## config.mk

```make
export PLATFORM = sky130hd
export DESIGN_NAME = digit_scan_mux
export DESIGN_NICKNAME = d
export VERILOG_FILES = /design/src/rtl/scan_pkg.sv /design/src/rtl/scan_counter.sv /design/src/rtl/digit_scan_mux.sv
export SDC_FILE = /design/constraint.sdc
export NUM_CORES = 1
export LEC_CHECK = 0
export ABC_AREA = 0
export BUFFER_PORTS_ARGS = -buffer_cell sky130_fd_sc_hd__buf_2
export CAP_MARGIN = 20
export CORE_UTILIZATION = 47
export CTS_CLUSTER_SIZE = 20
export DETAILED_ROUTE_END_ITERATION = 7
export PLACE_DENSITY_LB_ADDON = 0.15
export SETUP_SLACK_MARGIN = 0.02
export SYNTH_ARGS = -nofsm -noshare
export SYNTH_HDL_FRONTEND = slang
export SYNTH_SLANG_ARGS = --single-unit
export TNS_END_PERCENT = 10
```

## constraint.sdc

```tcl
create_clock -name clk -period 3 [get_ports clk]
set_clock_uncertainty 0.15 [all_clocks]
set_input_delay 0.3 -clock clk [delete_from_list [all_inputs] [get_ports clk]]
set_output_delay 0.3 -clock clk [all_outputs]
set_load 0.01 [all_outputs]
```

## src/rtl/scan_pkg.sv

```systemverilog
`default_nettype none
// +----------------------------------------------------------------------+
// | Module : scan_pkg                                                    |
// | Brief  : Shared defaults and helpers for the digit scan multiplexer. |
// |          Holds default digit count, digit width, prescale and blank  |
// |          code, plus the slot-index width function.                   |
// | Rev    : 1.0  initial release                                        |
// +----------------------------------------------------------------------+
package scan_pkg;

  localparam int         DEFAULT_NUM_DIGITS = 4;
  localparam int         DEFAULT_DIGIT_W    = 4;
  localparam int         DEFAULT_PRESCALE   = 100000;
  localparam logic [3:0] DEFAULT_BLANK_CODE = 4'hF;

  // Width of a slot index for n digits (n >= 2 gives at least one bit).
  function automatic int idx_width(input int n);
    return (n <= 2) ? 1 : $clog2(n);
  endfunction

endpackage
`default_nettype wire

```

## src/rtl/scan_counter.sv

```systemverilog
`default_nettype none
// +----------------------------------------------------------------------+
// | Module : scan_counter                                                |
// | Brief  : Prescaler plus slot-index counter for display scanning.     |
// | Ports  : clk, rst      - clock / synchronous active-high reset       |
// |          enable_i      - run; low forces prescaler and index to 0    |
// |          tick_o        - prescaler at its last count (slot advance)  |
// |          wrap_o        - tick while on the last slot (frame end)     |
// |          idx_o         - current slot index                          |
// | Rev    : 1.0  initial release                                        |
// +----------------------------------------------------------------------+
module scan_counter
  import scan_pkg::*;
#(
  parameter int NUM_DIGITS = DEFAULT_NUM_DIGITS,
  parameter int PRESCALE   = DEFAULT_PRESCALE,
  parameter int IDX_W      = idx_width(NUM_DIGITS)
) (
  input  logic             clk,
  input  logic             rst,
  input  logic             enable_i,
  output logic             tick_o,
  output logic             wrap_o,
  output logic [IDX_W-1:0] idx_o
);

  localparam int               CNT_W    = $clog2(PRESCALE);
  localparam logic [CNT_W-1:0] CNT_LAST = CNT_W'(PRESCALE - 1);
  localparam logic [IDX_W-1:0] IDX_LAST = IDX_W'(NUM_DIGITS - 1);

  logic [CNT_W-1:0] cnt_q, cnt_d;
  logic [IDX_W-1:0] idx_q, idx_d;
  logic             tick;

  always_comb begin
    tick  = enable_i && (cnt_q == CNT_LAST);
    cnt_d = cnt_q;
    idx_d = idx_q;
    if (!enable_i) begin
      // Disabling throws away the partial frame so re-enable starts clean.
      cnt_d = '0;
      idx_d = '0;
    end else if (tick) begin
      cnt_d = '0;
      idx_d = (idx_q == IDX_LAST) ? '0 : idx_q + IDX_W'(1);
    end else begin
      cnt_d = cnt_q + CNT_W'(1);
    end
  end

  always_ff @(posedge clk) begin
    if (rst) begin
      cnt_q <= '0;
      idx_q <= '0;
    end else begin
      cnt_q <= cnt_d;
      idx_q <= idx_d;
    end
  end

  assign tick_o = tick;
  assign wrap_o = tick && (idx_q == IDX_LAST);
  assign idx_o  = idx_q;

endmodule
`default_nettype wire

```

## src/rtl/digit_scan_mux.sv

```systemverilog
`default_nettype none
// +----------------------------------------------------------------------+
// | Module : digit_scan_mux                                              |
// | Brief  : Time-multiplexed digit display driver with frame-aligned    |
// |          double buffering and leading-zero blanking.                 |
// | Ports  : clk, rst      - clock / synchronous active-high reset       |
// |          enable        - scan enable                                 |
// |          digits_in     - digit codes, digit 0 in the LSBs            |
// |          load          - capture digits_in (applied at frame wrap)   |
// |          blank_en      - leading-zero blanking                       |
// |          AN            - active-low anode enables (registered)       |
// |          AN_SEL        - current slot index (registered)             |
// |          digit_BCD     - code for the current slot (registered)      |
// |          frame_done    - one-cycle pulse after the last slot         |
// | Rev    : 1.0  initial release                                        |
// +----------------------------------------------------------------------+
module digit_scan_mux
  import scan_pkg::*;
#(
  parameter int                 NUM_DIGITS = DEFAULT_NUM_DIGITS,
  parameter int                 DIGIT_W    = DEFAULT_DIGIT_W,
  parameter int                 PRESCALE   = DEFAULT_PRESCALE,
  parameter logic [DIGIT_W-1:0] BLANK_CODE = DIGIT_W'(DEFAULT_BLANK_CODE)
) (
  input  logic                              clk,
  input  logic                              rst,
  input  logic                              enable,
  input  logic [NUM_DIGITS*DIGIT_W-1:0]     digits_in,
  input  logic                              load,
  input  logic                              blank_en,
  output logic [NUM_DIGITS-1:0]             AN,
  output logic [idx_width(NUM_DIGITS)-1:0]  AN_SEL,
  output logic [DIGIT_W-1:0]                digit_BCD,
  output logic                              frame_done
);

  localparam int IDX_W = idx_width(NUM_DIGITS);
  localparam int BUS_W = NUM_DIGITS * DIGIT_W;

  logic [BUS_W-1:0]      pend_q, pend_d, act_q, act_d;
  logic                  pend_vld_q, pend_vld_d;
  logic [NUM_DIGITS-1:0] an_q, an_d, blank;
  logic [IDX_W-1:0]      sel_q, sel_d, idx;
  logic [DIGIT_W-1:0]    bcd_q, bcd_d, cur_digit;
  logic                  fd_q, fd_d, cur_blank, zero_run;
  logic                  slot_tick, wrap;
  logic                  unused_slot_tick;

  scan_counter #(
    .NUM_DIGITS (NUM_DIGITS),
    .PRESCALE   (PRESCALE),
    .IDX_W      (IDX_W)
  ) u_scan_counter (
    .clk      (clk),
    .rst      (rst),
    .enable_i (enable),
    .tick_o   (slot_tick),
    .wrap_o   (wrap),
    .idx_o    (idx)
  );

  // Per-slot tick is not needed here; only frame wraps move data.
  assign unused_slot_tick = slot_tick;

  // Buffering: loads land in the pending buffer and are promoted only at a
  // frame wrap, so one frame never shows a mix of old and new digits. A load
  // on the wrap cycle itself goes straight to the active buffer.
  always_comb begin
    pend_d     = pend_q;
    pend_vld_d = pend_vld_q;
    act_d      = act_q;
    if (load) begin
      pend_d     = digits_in;
      pend_vld_d = 1'b1;
    end
    if (wrap) begin
      if (load) begin
        act_d      = digits_in;
        pend_vld_d = 1'b0;
      end else if (pend_vld_q) begin
        act_d      = pend_q;
        pend_vld_d = 1'b0;
      end
    end
  end

  // Leading-zero mask: walk from the top digit down while everything seen
  // so far is zero. Digit 0 is always shown so a zero value stays visible.
  always_comb begin
    blank    = '0;
    zero_run = 1'b1;
    for (int i = NUM_DIGITS - 1; i >= 0; i--) begin
      zero_run = zero_run && (act_q[i*DIGIT_W +: DIGIT_W] == '0);
      blank[i] = blank_en && zero_run && (i != 0);
    end
  end

  always_comb begin
    cur_digit = '0;
    cur_blank = 1'b0;
    for (int i = 0; i < NUM_DIGITS; i++) begin
      if (idx == IDX_W'(i)) begin
        cur_digit = act_q[i*DIGIT_W +: DIGIT_W];
        cur_blank = blank[i];
      end
    end
  end

  always_comb begin
    an_d  = '1;
    sel_d = idx;
    bcd_d = '0;
    fd_d  = wrap;
    if (!enable) begin
      // The counter index may still hold the old slot on this first
      // disabled edge, so the select is cleared explicitly.
      sel_d = '0;
    end else if (cur_blank) begin
      bcd_d = BLANK_CODE;
    end else begin
      an_d  = ~(NUM_DIGITS'(1) << idx);
      bcd_d = cur_digit;
    end
  end

  always_ff @(posedge clk) begin
    if (rst) begin
      pend_q     <= '0;
      pend_vld_q <= 1'b0;
      act_q      <= '0;
      an_q       <= '1;
      sel_q      <= '0;
      bcd_q      <= '0;
      fd_q       <= 1'b0;
    end else begin
      pend_q     <= pend_d;
      pend_vld_q <= pend_vld_d;
      act_q      <= act_d;
      an_q       <= an_d;
      sel_q      <= sel_d;
      bcd_q      <= bcd_d;
      fd_q       <= fd_d;
    end
  end

  assign AN         = an_q;
  assign AN_SEL     = sel_q;
  assign digit_BCD  = bcd_q;
  assign frame_done = fd_q;

endmodule
`default_nettype wire

```

* Word level (Yosys, flattened, before mapping) *
Cells that the tools add are included.

word-level totals
  memories = 0
  memory bits (read-only) = 0
  memory bits (writable) = 0
  word-level logic and storage cells = 49
  output and inout port bits = 11
  input bits = 21
  flip-flop bits (word level) = 63
  latch bits = 0

cells by class
  equal/unequal tests = 4
  divide/modulo/power cells = 0
  add/subtract/negate cells = 2
  reductions and logical operators = 16
  shift-type cells = 1
  bitwise gates (word level) = 2
  mux-type cells = 15
  multiply operators = 0
  magnitude comparators = 0

operators with widths
  cell                   number
  $mux 16                2
  $mux 4                 5
  $add 17x1->17 const B  1
  $eq 17x17->1 const B   1
  $logic_not 4->1        3
  $logic_and 1x1->1      7
  $mux 1                 7
  $reduce_or 3->1        2
  $eq 2x2->1 const B     2
  $not 4->4              1
  $shl 1x2->4 const A    1
  $add 2x1->2 const B    1
  $eq 2x1->1 const B     1
  $logic_not 2->1        1
  $mux 2                 1
  $reduce_and 2->1       1
  $reduce_bool 2->1      1
  $reduce_or 2->1        1
  $not 1->1              1

* Depth between registers and ports, before layout *
  depth after elaboration = 8
  gate-level depth with buffers = 7
  depth with buffers taken out = 6

* Cells and area by module *
Synthesis repeated with hierarchy kept, for this count alone.

second synthesis, totals
  cell total of the unflattened synthesis = 256
  area total of the unflattened synthesis = 2638.8 um2

modules (own cells, without submodules)
  module          seq. area each (um2)  area an instance (um2)  times used  cells each
  digit_scan_mux  880.8                 1732.9                  1           154
  scan_counter    380.4                 905.9                   1           102

* Worst setup path after synthesis *
OpenSTA, ideal clock, no wires.

  path kind = register to register
  start = register u_scan_counter.cnt_q[0]
  end = register act_q[10]
  buffers on the path = 2
  library setup time = 0.121 ns
  arrival = 2.303 ns
  period minus slack after synthesis = 2.575 ns
  slack = 0.425 ns
  stages on the path, launching flop included = 8
  data required time = 2.729 ns
  path through = dfxtp_1 ha_1 nand3_2 or4b_1 or4b_1 buf_6 buf_12 mux2_4

on the way
  longest elaborated chain between the ends = 4

ends and longest elaborated chain
  item                        RTL line               source
  from (decl)                 scan_counter.sv:31     logic [CNT_W-1:0] cnt_q, cnt_d;
  from (signal assigned)      scan_counter.sv:56     cnt_q <= cnt_d;
  $eq 17x17->1                scan_counter.sv:36     tick = enable_i && (cnt_q == CNT_LAST);
  $logic_and 1x1->1           scan_counter.sv:36
  $logic_and 1x1->1           scan_counter.sv:62     assign wrap_o = tick && (idx_q == IDX_LAST);
  $reduce_and 2->1 (no line)  -
  to (signal assigned)        digit_scan_mux.sv:138  act_q <= act_d;
  to (decl)                   digit_scan_mux.sv:40   logic [BUS_W-1:0] pend_q, pend_d, act_q, act_d;

Every way passes these cells.
A chain may end at the register's enable or synchronous reset.

* Final worst setup path *
  start = register u_scan_counter.cnt_q[0]
  end = register act_q[8]

Same word-level chain as after synthesis.

==> impl_metrics.ini <==
[status]
status = completed

[yosys]
ys_types = 34
dominantRegCellSynth = dfxtp_1
ys_warn_count = 0
syn_nets = 294
synth_edf_count = 0
ys_seq_area_frac = 0.4741
async_flop_share = 0
synth_area_um2 = 2660
ys_seq_elements = 63
synthCells = 268
synth.avg_cell_area_um2 = 9.926

[critical_path]
r2r_start = u_scan_counter.cnt_q[0]$_SDFF_PP0_
crit_fanout = 16
r2r_cells = 6
critical_path.endpoint_type = register
worstSetupStartpoint = u_scan_counter.cnt_q[0]$_SDFF_PP0_
reg2reg_slack_ns = 0.35
regToRegEndpoint = act_q[8]$_SDFFE_PP0P_
cp.arrival_ns = 2.73
critPathRequiredTime_ns = 3.08
path_class = reg -> reg
startpoint_type = register

[power_and_ir_drop]
power_density_nw_per_um2 = 552.4
intPower_mw = 1.346
power_frac_comb = 0.039
clkPwrFrac = 0.455
seqPwrFrac = 0.507
p_leak_nw = 1.227
ir_worst_vdd_mv = 0.3073
p_sw_mw = 0.3443
swShare = 0.2036

[die]
die_x_um = 77.23
die_y_um = 77.23
core_um2 = 5473
rows = 27
start_util = 0.4861
dieArea_um2 = 5964
ioPinCount = 32

[timing]
worst_pin_slew_ns = 0.6945
hold_viol_final = 0
setup_tns_ns = 0
post-route-period-util = 0.8848
slew_violations = 0
setup-violations-final = 0
rsz0062_at_grt = false
slew_headroom = 0.5361
fmax_mhz = 376.7
fin_crit_ns = 2.655

[finish]
drive_gt1_frac = 0.2197
final_cell_mix = dfxtp_1, nor2_1, buf_2, mux2i_1, nor2b_1
area_delta_synth_final_pct = 15.05
mostFrequentLayoutCell = dfxtp_1
final_core_util = 0.5592
diodes = 0
fin_nets = 326

[clock_tree]
clkSlewWorstSetupHoldPaths_ns = 0.07
htreeDepth = 3
cts_num_sinks = 63
root_buffer = clkbuf_8
ctsResizeCount = 0
hold_buffers = 0
clock_path_buffers = 2
cts_buffers = 9
insertion_delay_ns = 0.34
cts_tree = done
post_cts_buffers = 0

[global_route]
gr-total-overflow = 0
grt_usage = 0.1754
grt_pass1_vias = 1749
antenna_found_initial = 0
grt_pass1_wl_um = 8024
grt_max_degree = 37

[routing]
wl_met2_um = 1949
vias = 1886
viasPerCell = 5.003
drc_errors = 0
met1_length_um = 2539
first_pass_iters = 4
wl_met3_um = 243
dr.max_layer_used = met4
ant_nets = 0
drt_iter0_markers = 93
wl_per_cell_um = 12.76
wirelength_um = 4811

[worst_hold_path]
hold_path_depth = 3
hold_start = digits_in[2]
min_to = pend_q[2]$_SDFFE_PP0P_
holdCritPathClass = in -> reg

[place]
dp_hpwl_um = 3354
gp_routability_congestion = 0.7663
portBuffers = 31

[flow_run]
cap_violations = 0
==> sequential cells by signal, indices dropped and copies added (netlist names) <==
register	cells
u_scan_counter.cnt_q	17
digit_BCD	4
pend_q	16
u_scan_counter.idx_o	2
act_q	16
frame_done	1
pend_vld_q	1
AN	4
AN_SEL	2
==> power groups by stage <==
stage	combinational, mW	sequential [mW]	clock (mW)
after global placement	0.0656	0.875	0
after floorplan	0.0421	0.875	0
final	0.0652	0.857	0.769
after CTS	0.0666	0.857	0.791
after detailed placement	0.0662	0.876	0
after global routing	0.0738	0.857	0.822
==> layer usage <==
metal / track usage / vias to the layer above
met5: 0 / -
met4: 0.1189 / 0
met3: 0.04167 / 8
met2: 0.2354 / 47
met1: 0.2448 / 834
li1: - / 997
==> logic make-up (layout without fill, tap and decap cells) <==
logic type / after synthesis / after routing / share of synthesized area
buf+inv: 18 / 55 / 0.03434
flops: 63 / 63 / 0.4741
mux: 35 / 35 / 0.1538
fa+ha+maj: 5 / 5 / 0.02352
simple gates: 111 / 111 / 0.2201
compound gates: 22 / 22 / 0.04798
xor+xnor: 14 / 14 / 0.04610
==> stage by stage <==
step	std cells	setup WS, ns	power [mW]	instance area, um^2	hold slack [ns]
finish	377	0.3455	1.691	3060	0.08471
global route	377	0.2173	1.753	3060	0.1151
CTS	377	0.3303	1.714	3060	0.07283
detailed placement	361	0.3421	0.9418	2855	0.3041
global placement	361	0.4003	0.9401	2855	0.2952
floorplan	268	0.4254	0.9167	2660	0.2803
==> cell type report <==
| cell class | instances | area (um^2) |
|---|---|---|
| Clock buffer | 12 | 135.1 |
| Fill cell | 513 | 2412 |
| Sequential cell | 63 | 1261 |
| Inverter | 5 | 18.77 |
| Tap cell | 72 | 90.09 |
| Multi-Input combinational cell | 187 | 1308 |
| Clock inverter | 4 | 70.07 |
| Timing Repair Buffer | 34 | 177.7 |
==> Yosys cell counts (all sizes together), types with 6 or more instances <==
| master | number | share of area |
|---|---|---|
| mux2i | 18 | 0.068 |
| dfxtp | 63 | 0.47 |
| o21ai | 7 | 0.013 |
| nor2b | 17 | 0.040 |
| nor4 | 6 | 0.014 |
| nand2 | 10 | 0.014 |
| a21oi | 8 | 0.015 |
| mux2 | 17 | 0.086 |
| nand3 | 10 | 0.021 |
| xnor2 | 13 | 0.043 |
| nand3b | 6 | 0.017 |
| nor2 | 39 | 0.055 |
| clkbuf | 11 | 0.016 |
| nor3 | 7 | 0.013 |
==> how the worst max path moves through the flow <==
stage | depth (start not counted) | slack, ns | to
after floorplan | 7 | 0.43 | act_q[10]$_SDFFE_PP0P_
after global placement | 6 | 0.40 | act_q[7]$_SDFFE_PP0P_
after detailed placement | 6 | 0.34 | act_q[8]$_SDFFE_PP0P_
after CTS | 6 | 0.33 | act_q[8]$_SDFFE_PP0P_
after global routing | 6 | 0.22 | act_q[12]$_SDFFE_PP0P_
final | 6 | 0.35 | act_q[8]$_SDFFE_PP0P_
==> worst max-delay path, cell delays in order, from the launching register on <==
cell	delay [ns]
dfxtp_1	0.37
ha_1	0.21
nand3_2	0.15
or4b_1	0.56
or4b_1	0.54
buf_4	0.23
mux2_4	0.32
(Power assumes the default switching activity.)
